<file path="config.mk">
export PLATFORM = sky130hd
export DESIGN_NAME = spi_conf_responder
export DESIGN_NICKNAME = d
export VERILOG_FILES = /design/src/rtl/spi_conf_pkg.sv /design/src/rtl/spi_sync_edge.sv /design/src/rtl/spi_conf_responder.sv
export SDC_FILE = /design/constraint.sdc
export NUM_CORES = 1
export LEC_CHECK = 0
export CAP_MARGIN = 20
export CORE_ASPECT_RATIO = 1.1
export CORE_MARGIN = 2
export CORE_UTILIZATION = 47
export CTS_BUF_LIST = sky130_fd_sc_hd__clkbuf_2
export DETAILED_ROUTE_END_ITERATION = 16
export PLACE_DENSITY = 0.73
export SYNTH_ARGS = -nofsm -noshare
export SYNTH_HDL_FRONTEND = slang
export SYNTH_HIERARCHICAL = 1
export SYNTH_SLANG_ARGS = --single-unit
</file>
<file path="constraint.sdc">
create_clock -name clk_i -period 3.05 [get_ports clk_i]
set_input_delay 0.61 -clock clk_i [delete_from_list [all_inputs] [get_ports clk_i]]
set_output_delay 0.61 -clock clk_i [all_outputs]
set_load 0.005 [all_outputs]
</file>
<file path="src/rtl/spi_conf_pkg.sv">
// Shared constants and FSM encoding for the SPI configuration responder.
package spi_conf_pkg;

  localparam int CONF_SIZE_DEF = 21;
  localparam int ADDR_W_DEF    = 4;

  // Frame header is {R/W, addr}; R/W sits just above the address bits.
  function automatic int hdr_rw_pos(input int addr_w);
    return addr_w;
  endfunction

  typedef enum logic [2:0] {
    ST_IDLE   = 3'd0,
    ST_ADDR   = 3'd1,
    ST_WDATA  = 3'd2,
    ST_RDATA  = 3'd3,
    ST_IGNORE = 3'd4
  } state_e;

endpackage

</file>
<file path="src/rtl/spi_sync_edge.sv">
// Two-flop synchronizer plus history flop, with rise/fall pulses.
module spi_sync_edge #(
  parameter logic RST_VAL = 1'b0
) (
  input  logic clk_i,
  input  logic rst_i,
  input  logic d_i,
  output logic q_o,
  output logic rise_o,
  output logic fall_o
);

  // [0] metastability stage, [1] synced value, [2] previous synced value
  logic [2:0] sr_q, sr_d;

  // shift the pad value through the chain
  always_comb begin
    sr_d = {sr_q[1:0], d_i};
  end

  // chain registers, reset to the idle level of the pad
  always_ff @(posedge clk_i or negedge rst_i) begin
    if (!rst_i) sr_q <= {3{RST_VAL}};
    else        sr_q <= sr_d;
  end

  assign q_o    = sr_q[1];
  assign rise_o = sr_q[1] & ~sr_q[2];
  assign fall_o = ~sr_q[1] & sr_q[2];

endmodule

</file>
<file path="src/rtl/spi_conf_responder.sv">
// 3-wire SPI configuration responder with local register file.
module spi_conf_responder import spi_conf_pkg::*; #(
  parameter  int CONF_SIZE = CONF_SIZE_DEF,
  parameter  int ADDR_W    = ADDR_W_DEF,
  localparam int DATA_W    = CONF_SIZE - 1 - ADDR_W
) (
  input  logic              clk_i,
  input  logic              rst_i,
  input  logic              spi_clk_i,
  input  logic              spi_csb_i,
  input  logic              spi_sdio_i,
  output logic              spi_sdio_o,
  output logic              spi_sdio_oe_o,
  output logic              wr_valid_o,
  output logic [ADDR_W-1:0] wr_addr_o,
  output logic [DATA_W-1:0] wr_data_o,
  output logic              rd_done_o,
  output logic              frame_err_o,
  output logic              busy_o,
  input  logic [ADDR_W-1:0] reg_addr_i,
  output logic [DATA_W-1:0] reg_data_o
);

  localparam int DEPTH = 1 << ADDR_W;
  localparam int CNT_W = $clog2(CONF_SIZE + 2);
  localparam int RW_POS = hdr_rw_pos(ADDR_W);
  localparam logic [CNT_W-1:0] CNT_HDR  = CNT_W'(1 + ADDR_W);
  localparam logic [CNT_W-1:0] CNT_FULL = CNT_W'(CONF_SIZE);
  localparam logic [CNT_W-1:0] CNT_MAX  = CNT_W'(CONF_SIZE + 1);

  logic sclk_s, sclk_rise, sclk_fall;
  logic csb_s, csb_rise, csb_fall;
  logic sdio_s, sdio_rise, sdio_fall;

  // sclk idles high; csb resets low so a frame in flight at reset release
  // never produces a falling edge and is ignored.
  spi_sync_edge #(.RST_VAL(1'b1)) u_sync_sclk (
    .clk_i(clk_i), .rst_i(rst_i), .d_i(spi_clk_i),
    .q_o(sclk_s), .rise_o(sclk_rise), .fall_o(sclk_fall));
  spi_sync_edge #(.RST_VAL(1'b0)) u_sync_csb (
    .clk_i(clk_i), .rst_i(rst_i), .d_i(spi_csb_i),
    .q_o(csb_s), .rise_o(csb_rise), .fall_o(csb_fall));
  spi_sync_edge #(.RST_VAL(1'b0)) u_sync_sdio (
    .clk_i(clk_i), .rst_i(rst_i), .d_i(spi_sdio_i),
    .q_o(sdio_s), .rise_o(sdio_rise), .fall_o(sdio_fall));

  logic unused_sync;
  assign unused_sync = ^{sclk_s, csb_s, sdio_rise, sdio_fall};

  state_e               state_q, state_d;
  logic [CONF_SIZE-1:0] shift_q, shift_d;
  logic [CNT_W-1:0]     cnt_q, cnt_d, cnt_inc;
  logic [DATA_W-1:0]    rdata_q, rdata_d;
  logic                 sdo_q, sdo_d, oe_q, oe_d, busy_q, busy_d;
  logic                 wr_valid_q, wr_valid_d, rd_done_q, rd_done_d;
  logic                 frame_err_q, frame_err_d;
  logic [ADDR_W-1:0]    wr_addr_q, wr_addr_d;
  logic [DATA_W-1:0]    wr_data_q, wr_data_d;
  logic [DATA_W-1:0]    reg_data_q, reg_data_d;
  logic                 reg_we;
  logic [DATA_W-1:0]    regs_q [DEPTH];

  // frame decode: next state, shifting, counting, pulses and pad drive
  always_comb begin
    state_d     = state_q;
    shift_d     = shift_q;
    cnt_d       = cnt_q;
    rdata_d     = rdata_q;
    sdo_d       = sdo_q;
    oe_d        = oe_q;
    busy_d      = busy_q;
    wr_valid_d  = 1'b0;
    rd_done_d   = 1'b0;
    frame_err_d = 1'b0;
    wr_addr_d   = wr_addr_q;
    wr_data_d   = wr_data_q;
    reg_we      = 1'b0;
    cnt_inc     = (cnt_q == CNT_MAX) ? cnt_q : cnt_q + 1'b1;

    if (state_q == ST_IDLE) begin
      if (csb_fall) begin
        shift_d = '0;
        cnt_d   = '0;
        busy_d  = 1'b1;
        state_d = ST_ADDR;
      end
    end else if (csb_rise) begin
      // csb rise wins over any sclk edge seen in the same cycle
      oe_d    = 1'b0;
      sdo_d   = 1'b0;
      busy_d  = 1'b0;
      state_d = ST_IDLE;
      if (cnt_q == CNT_FULL && state_q == ST_WDATA) begin
        reg_we     = 1'b1;
        wr_valid_d = 1'b1;
        wr_addr_d  = shift_q[CONF_SIZE-2 -: ADDR_W];
        wr_data_d  = shift_q[DATA_W-1:0];
      end else if (cnt_q == CNT_FULL && state_q == ST_RDATA) begin
        rd_done_d = 1'b1;
      end else begin
        frame_err_d = 1'b1;
      end
    end else begin
      unique case (state_q)
        ST_ADDR: if (sclk_rise) begin
          shift_d = {shift_q[CONF_SIZE-2:0], sdio_s};
          cnt_d   = cnt_inc;
          if (cnt_inc == CNT_HDR) begin
            if (shift_d[RW_POS]) begin
              rdata_d = regs_q[shift_d[ADDR_W-1:0]];
              state_d = ST_RDATA;
            end else begin
              state_d = ST_WDATA;
            end
          end
        end
        ST_WDATA: if (sclk_rise) begin
          cnt_d = cnt_inc;
          if (cnt_q < CNT_FULL) shift_d = {shift_q[CONF_SIZE-2:0], sdio_s};
          else                  state_d = ST_IGNORE;
        end
        ST_RDATA: begin
          if (sclk_rise) cnt_d = cnt_inc;
          if (sclk_fall) begin
            oe_d    = 1'b1;
            sdo_d   = rdata_q[DATA_W-1];
            rdata_d = {rdata_q[DATA_W-2:0], 1'b0};
          end
        end
        ST_IGNORE: if (sclk_rise) cnt_d = cnt_inc;
        default: state_d = ST_IDLE;
      endcase
    end
  end

  // local read port sees the pre-write value on a same-address collision
  always_comb begin
    reg_data_d = regs_q[reg_addr_i];
  end

  // control and output registers
  always_ff @(posedge clk_i or negedge rst_i) begin
    if (!rst_i) begin
      state_q     <= ST_IDLE;
      shift_q     <= '0;
      cnt_q       <= '0;
      rdata_q     <= '0;
      sdo_q       <= 1'b0;
      oe_q        <= 1'b0;
      busy_q      <= 1'b0;
      wr_valid_q  <= 1'b0;
      rd_done_q   <= 1'b0;
      frame_err_q <= 1'b0;
      wr_addr_q   <= '0;
      wr_data_q   <= '0;
      reg_data_q  <= '0;
    end else begin
      state_q     <= state_d;
      shift_q     <= shift_d;
      cnt_q       <= cnt_d;
      rdata_q     <= rdata_d;
      sdo_q       <= sdo_d;
      oe_q        <= oe_d;
      busy_q      <= busy_d;
      wr_valid_q  <= wr_valid_d;
      rd_done_q   <= rd_done_d;
      frame_err_q <= frame_err_d;
      wr_addr_q   <= wr_addr_d;
      wr_data_q   <= wr_data_d;
      reg_data_q  <= reg_data_d;
    end
  end

  // register file, written only by a complete write frame
  always_ff @(posedge clk_i or negedge rst_i) begin
    if (!rst_i) begin
      for (int i = 0; i < DEPTH; i++) regs_q[i] <= '0;
    end else if (reg_we) begin
      regs_q[wr_addr_d] <= wr_data_d;
    end
  end

  // drop the pad driver in the same cycle the csb rise is seen
  assign spi_sdio_oe_o = oe_q & ~csb_rise;
  assign spi_sdio_o    = sdo_q;
  assign busy_o        = busy_q;
  assign wr_valid_o    = wr_valid_q;
  assign wr_addr_o     = wr_addr_q;
  assign wr_data_o     = wr_data_q;
  assign rd_done_o     = rd_done_q;
  assign frame_err_o   = frame_err_q;
  assign reg_data_o    = reg_data_q;

endmodule

</file>
==> results.rst <==
.. list-table::
   :header-rows: 1

   * - Metric
     - Value
   * - Vias in the first global route
     - 12720
   * - Clock transition at path regs
     - roughly 0.1 ns
   * - Share of post-route cells with drive strength above 1
     - roughly a quarter
   * - Delay of the slowest cell on the worst path
     - approximately 0.51 ns
   * - Count of antenna-violating nets left after detailed routing
     - 0
   * - Final Max Tran Viols
     - 0
   * - Synth Net Count
     - between 1000 and 1500
   * - Gate count of the mapped netlist
     - 1443
   * - Critical path cell sequence
     - nor2b_1 -> buf_4 -> nor2b_1 -> clkdlybuf4s50_1
   * - Final layout net count
     - about 1500
   * - Buffer and inverter count on the worst path
     - 2
   * - Number of antenna violations at the first check in global routing
     - 1
   * - Max Clock Skew
     - slightly above 0.07 ns
   * - Quantity of gates resized following cts
     - 0
   * - Number of buffers created by CTS
     - just under 90
   * - CTS tree
     - done
   * - Drt drc
     - 1
   * - Failing checks
     - DRC
   * - Dominant delay contributor by cell family on the critical path
     - buffers and inverters
   * - Synth Warn #
     - 6
   * - Routed len/inst
     - 21.24 µm
   * - Global-route wire length before repair
     - 71010 µm
   * - Core area
     - 35220 µm²
   * - Max-cap violation count
     - 0
   * - RSZ-0062 raised after global routing
     - false
   * - Slowest CP cell
     - sky130_fd_sc_hd__clkdlybuf4s50_1
   * - Outcome
     - finished, violations left
   * - Pwr Density
     - 541.2 nW/µm²
   * - Level count of the clock H-tree
     - 3
   * - Synthesized area per cell
     - between 10 and 15 µm²
   * - Endpoint class of the critical path
     - output pin
   * - Ports
     - between 50 and 60
   * - Detailed Route Iter0 Violations
     - around 1200
   * - Crit path arrival time
     - around 2.2 ns
   * - Post-layout util
     - a little over half
   * - Floorplan die width
     - 184.5 µm
   * - DIE HEIGHT
     - between 200 and 250 µm
   * - Total global routing track utilization
     - between 20% and 30%
   * - Vias per inst
     - slightly below 6
   * - Fraction of the cycle the final worst path needs
     - between 90 and 100%
   * - Drt pass-1 iters
     - 11
   * - Post-layout min period
     - between 2 and 3 ns
   * - Worst-case headroom to the max-slew limit
     - approximately a third
   * - IO Port Bufs
     - 50
   * - Initial Util
     - 47.82%
   * - Leakage
     - ~8.0 nW
   * - Maximum number of pins on one net before global-route repair
     - about 80
   * - Peak VDD IR
     - 0.3505 mV
   * - Clock Sink Count
     - 350
   * - Most frequent CP cell
     - sky130_fd_sc_hd__nor2b_1
   * - Clock tree root buffer cell
     - sky130_fd_sc_hd__clkbuf_2
   * - Maximum frequency from static timing analysis
     - between 300 and 400 MHz
   * - Launching element type of the critical path
     - flip-flop
   * - Worst min path class
     - input pin to flip-flop
   * - Cell Rows
     - between 70 and 80
   * - Total Wirelength
     - 43930 µm
   * - P&R area growth vs syn
     - 11.41%
   * - Half-perimeter wire length after placement
     - about 27000 µm
   * - Via total after detailed routing
     - approximately 12000
   * - Total power
     - slightly above 0.01 W
   * - Measured slew at the worst slew-check pin
     - a little under 1 ns
   * - Clock Tree Buf Depth
     - 3
   * - Combined area of all synthesized cells
     - ~17000 µm²
   * - Source-to-sink clock delay at the later pin of the worst-skew pair
     - between 0.9 and 1 ns
   * - Required time worst endpoint
     - about 2.4 ns
   * - Crit path max fanout
     - 11
   * - GR Overflow Total
     - 0
   * - Die Area
     - 37370 µm²
   * - Summed negative setup slack over all endpoints
     - 0 ns
   * - Slack of the worst reg-to-reg path
     - around 0.66 ns
   * - Gp weighted congestion
     - 0.8164
   * - Final Hold Violating Endpoints
     - 0
   * - Total setup violations reported at the end of the flow
     - 0
   * - Critical setup path kind
     - flip-flop to output pin
worst register-to-register path, cell delays in order (launching register included):
cell                       delay (ns)
sky130_fd_sc_hd__dfrtp_1         0.46
sky130_fd_sc_hd__inv_1           0.11
sky130_fd_sc_hd__ha_1            0.17
sky130_fd_sc_hd__nand4b_2        0.15
sky130_fd_sc_hd__nor4_4          0.30
sky130_fd_sc_hd__buf_12          0.28
sky130_fd_sc_hd__and3_1          0.27
sky130_fd_sc_hd__buf_4           0.36
sky130_fd_sc_hd__nor2_1          0.09
sky130_fd_sc_hd__a21oi_1         0.12
path summary, 6_finish.rpt:
kind / start / endpoint / cells past startpoint
max: u_sync_csb/sr_q[1] / spi_sdio_oe_o / 4
min: spi_clk_i / u_sync_sclk/sr_q[0] / 1
max reg2reg: cnt_q[1] / regs_q[103] / 9
min reg2reg: u_sync_sdio/sr_q[0] / u_sync_sdio/sr_q[1] / 0
max in group asynchronous: rst_i / shift_q[13] / 3
min in group asynchronous: rst_i / regs_q[59] / 2
layout make-up:
cell class                      instances  area [µm²]
Timing Repair Buffer                  112        1091
Tap cell                              481       601.8
Fill cell                            3004       16460
Clock buffer                          125       625.6
Multi-Input combinational cell        925        7332
Antenna cell                            1       2.502
Inverter                               42       157.7
Clock inverter                         32       187.7
Sequential cell                       350        8767
state kept, by name, indices dropped and copies added (netlist names), 2 cells and up:
name and flops:
rdata_q 16, reg_data_o 16, wr_addr_o 4, u_sync_csb/sr_q 3
shift_q 20, state_q 3, wr_data_o 16, u_sync_sclk/sr_q 3
cnt_q 5, regs_q 256, u_sync_sdio/sr_q 2
where the power goes:
| part | internal [W] | switching [W] | total (W) |
|---|---|---|---|
| clock network | 0.00128 | 0.00193 | 0.00321 |
| registers | 0.00481 | 0.000206 | 0.00502 |
| logic | 0.000716 | 0.00121 | 0.00193 |
layer usage:
layer	global-route usage [%]	vias up	part of all wire, %
met5	0	-	0
met4	11.31	0	3.7
met3	5.184	140	8.9
met2	39.22	648	48
met1	32.89	6060	39
li1	-	5432	-
what timing repair did:
| action | in CTS | in global routing |
|---|---|---|
| hold buffers | 1 | 0 |
| setup endpoints to repair | 0 | 0 |
| setup buffers | 0 | 0 |
| endpoints found under the hold margin | 70 | 0 |
per-stage QoR:
stage	setup WS (ns)	area [µm²]	std cells	hold slack [ns]
after global routing	0.02134	18770	2068	0.06095
after detailed placement	0.6469	17940	1909	0.3364
after global placement	0.7092	17940	1909	0.3317
after floorplan	0.6396	16840	1443	0.3144
final	0.2359	18770	2068	0.1291
after CTS	0.1272	18760	2067	0.04619
cell usage in the layout, fill, tap and decap left out, types with 42 or more instances in the layout:
cell                              instances
sky130_fd_sc_hd__dfrtp_1                345
sky130_fd_sc_hd__nand2_1                273
sky130_fd_sc_hd__o21ai_1                229
sky130_fd_sc_hd__mux4_2                 144
sky130_fd_sc_hd__clkbuf_2               125
sky130_fd_sc_hd__a21oi_1                 52
sky130_fd_sc_hd__buf_4                   52
sky130_fd_sc_hd__clkdlybuf4s50_1         47
sky130_fd_sc_hd__inv_1                   42
sky130_fd_sc_hd__nor2_1                  42
Power figures use the tool's default switching activity.
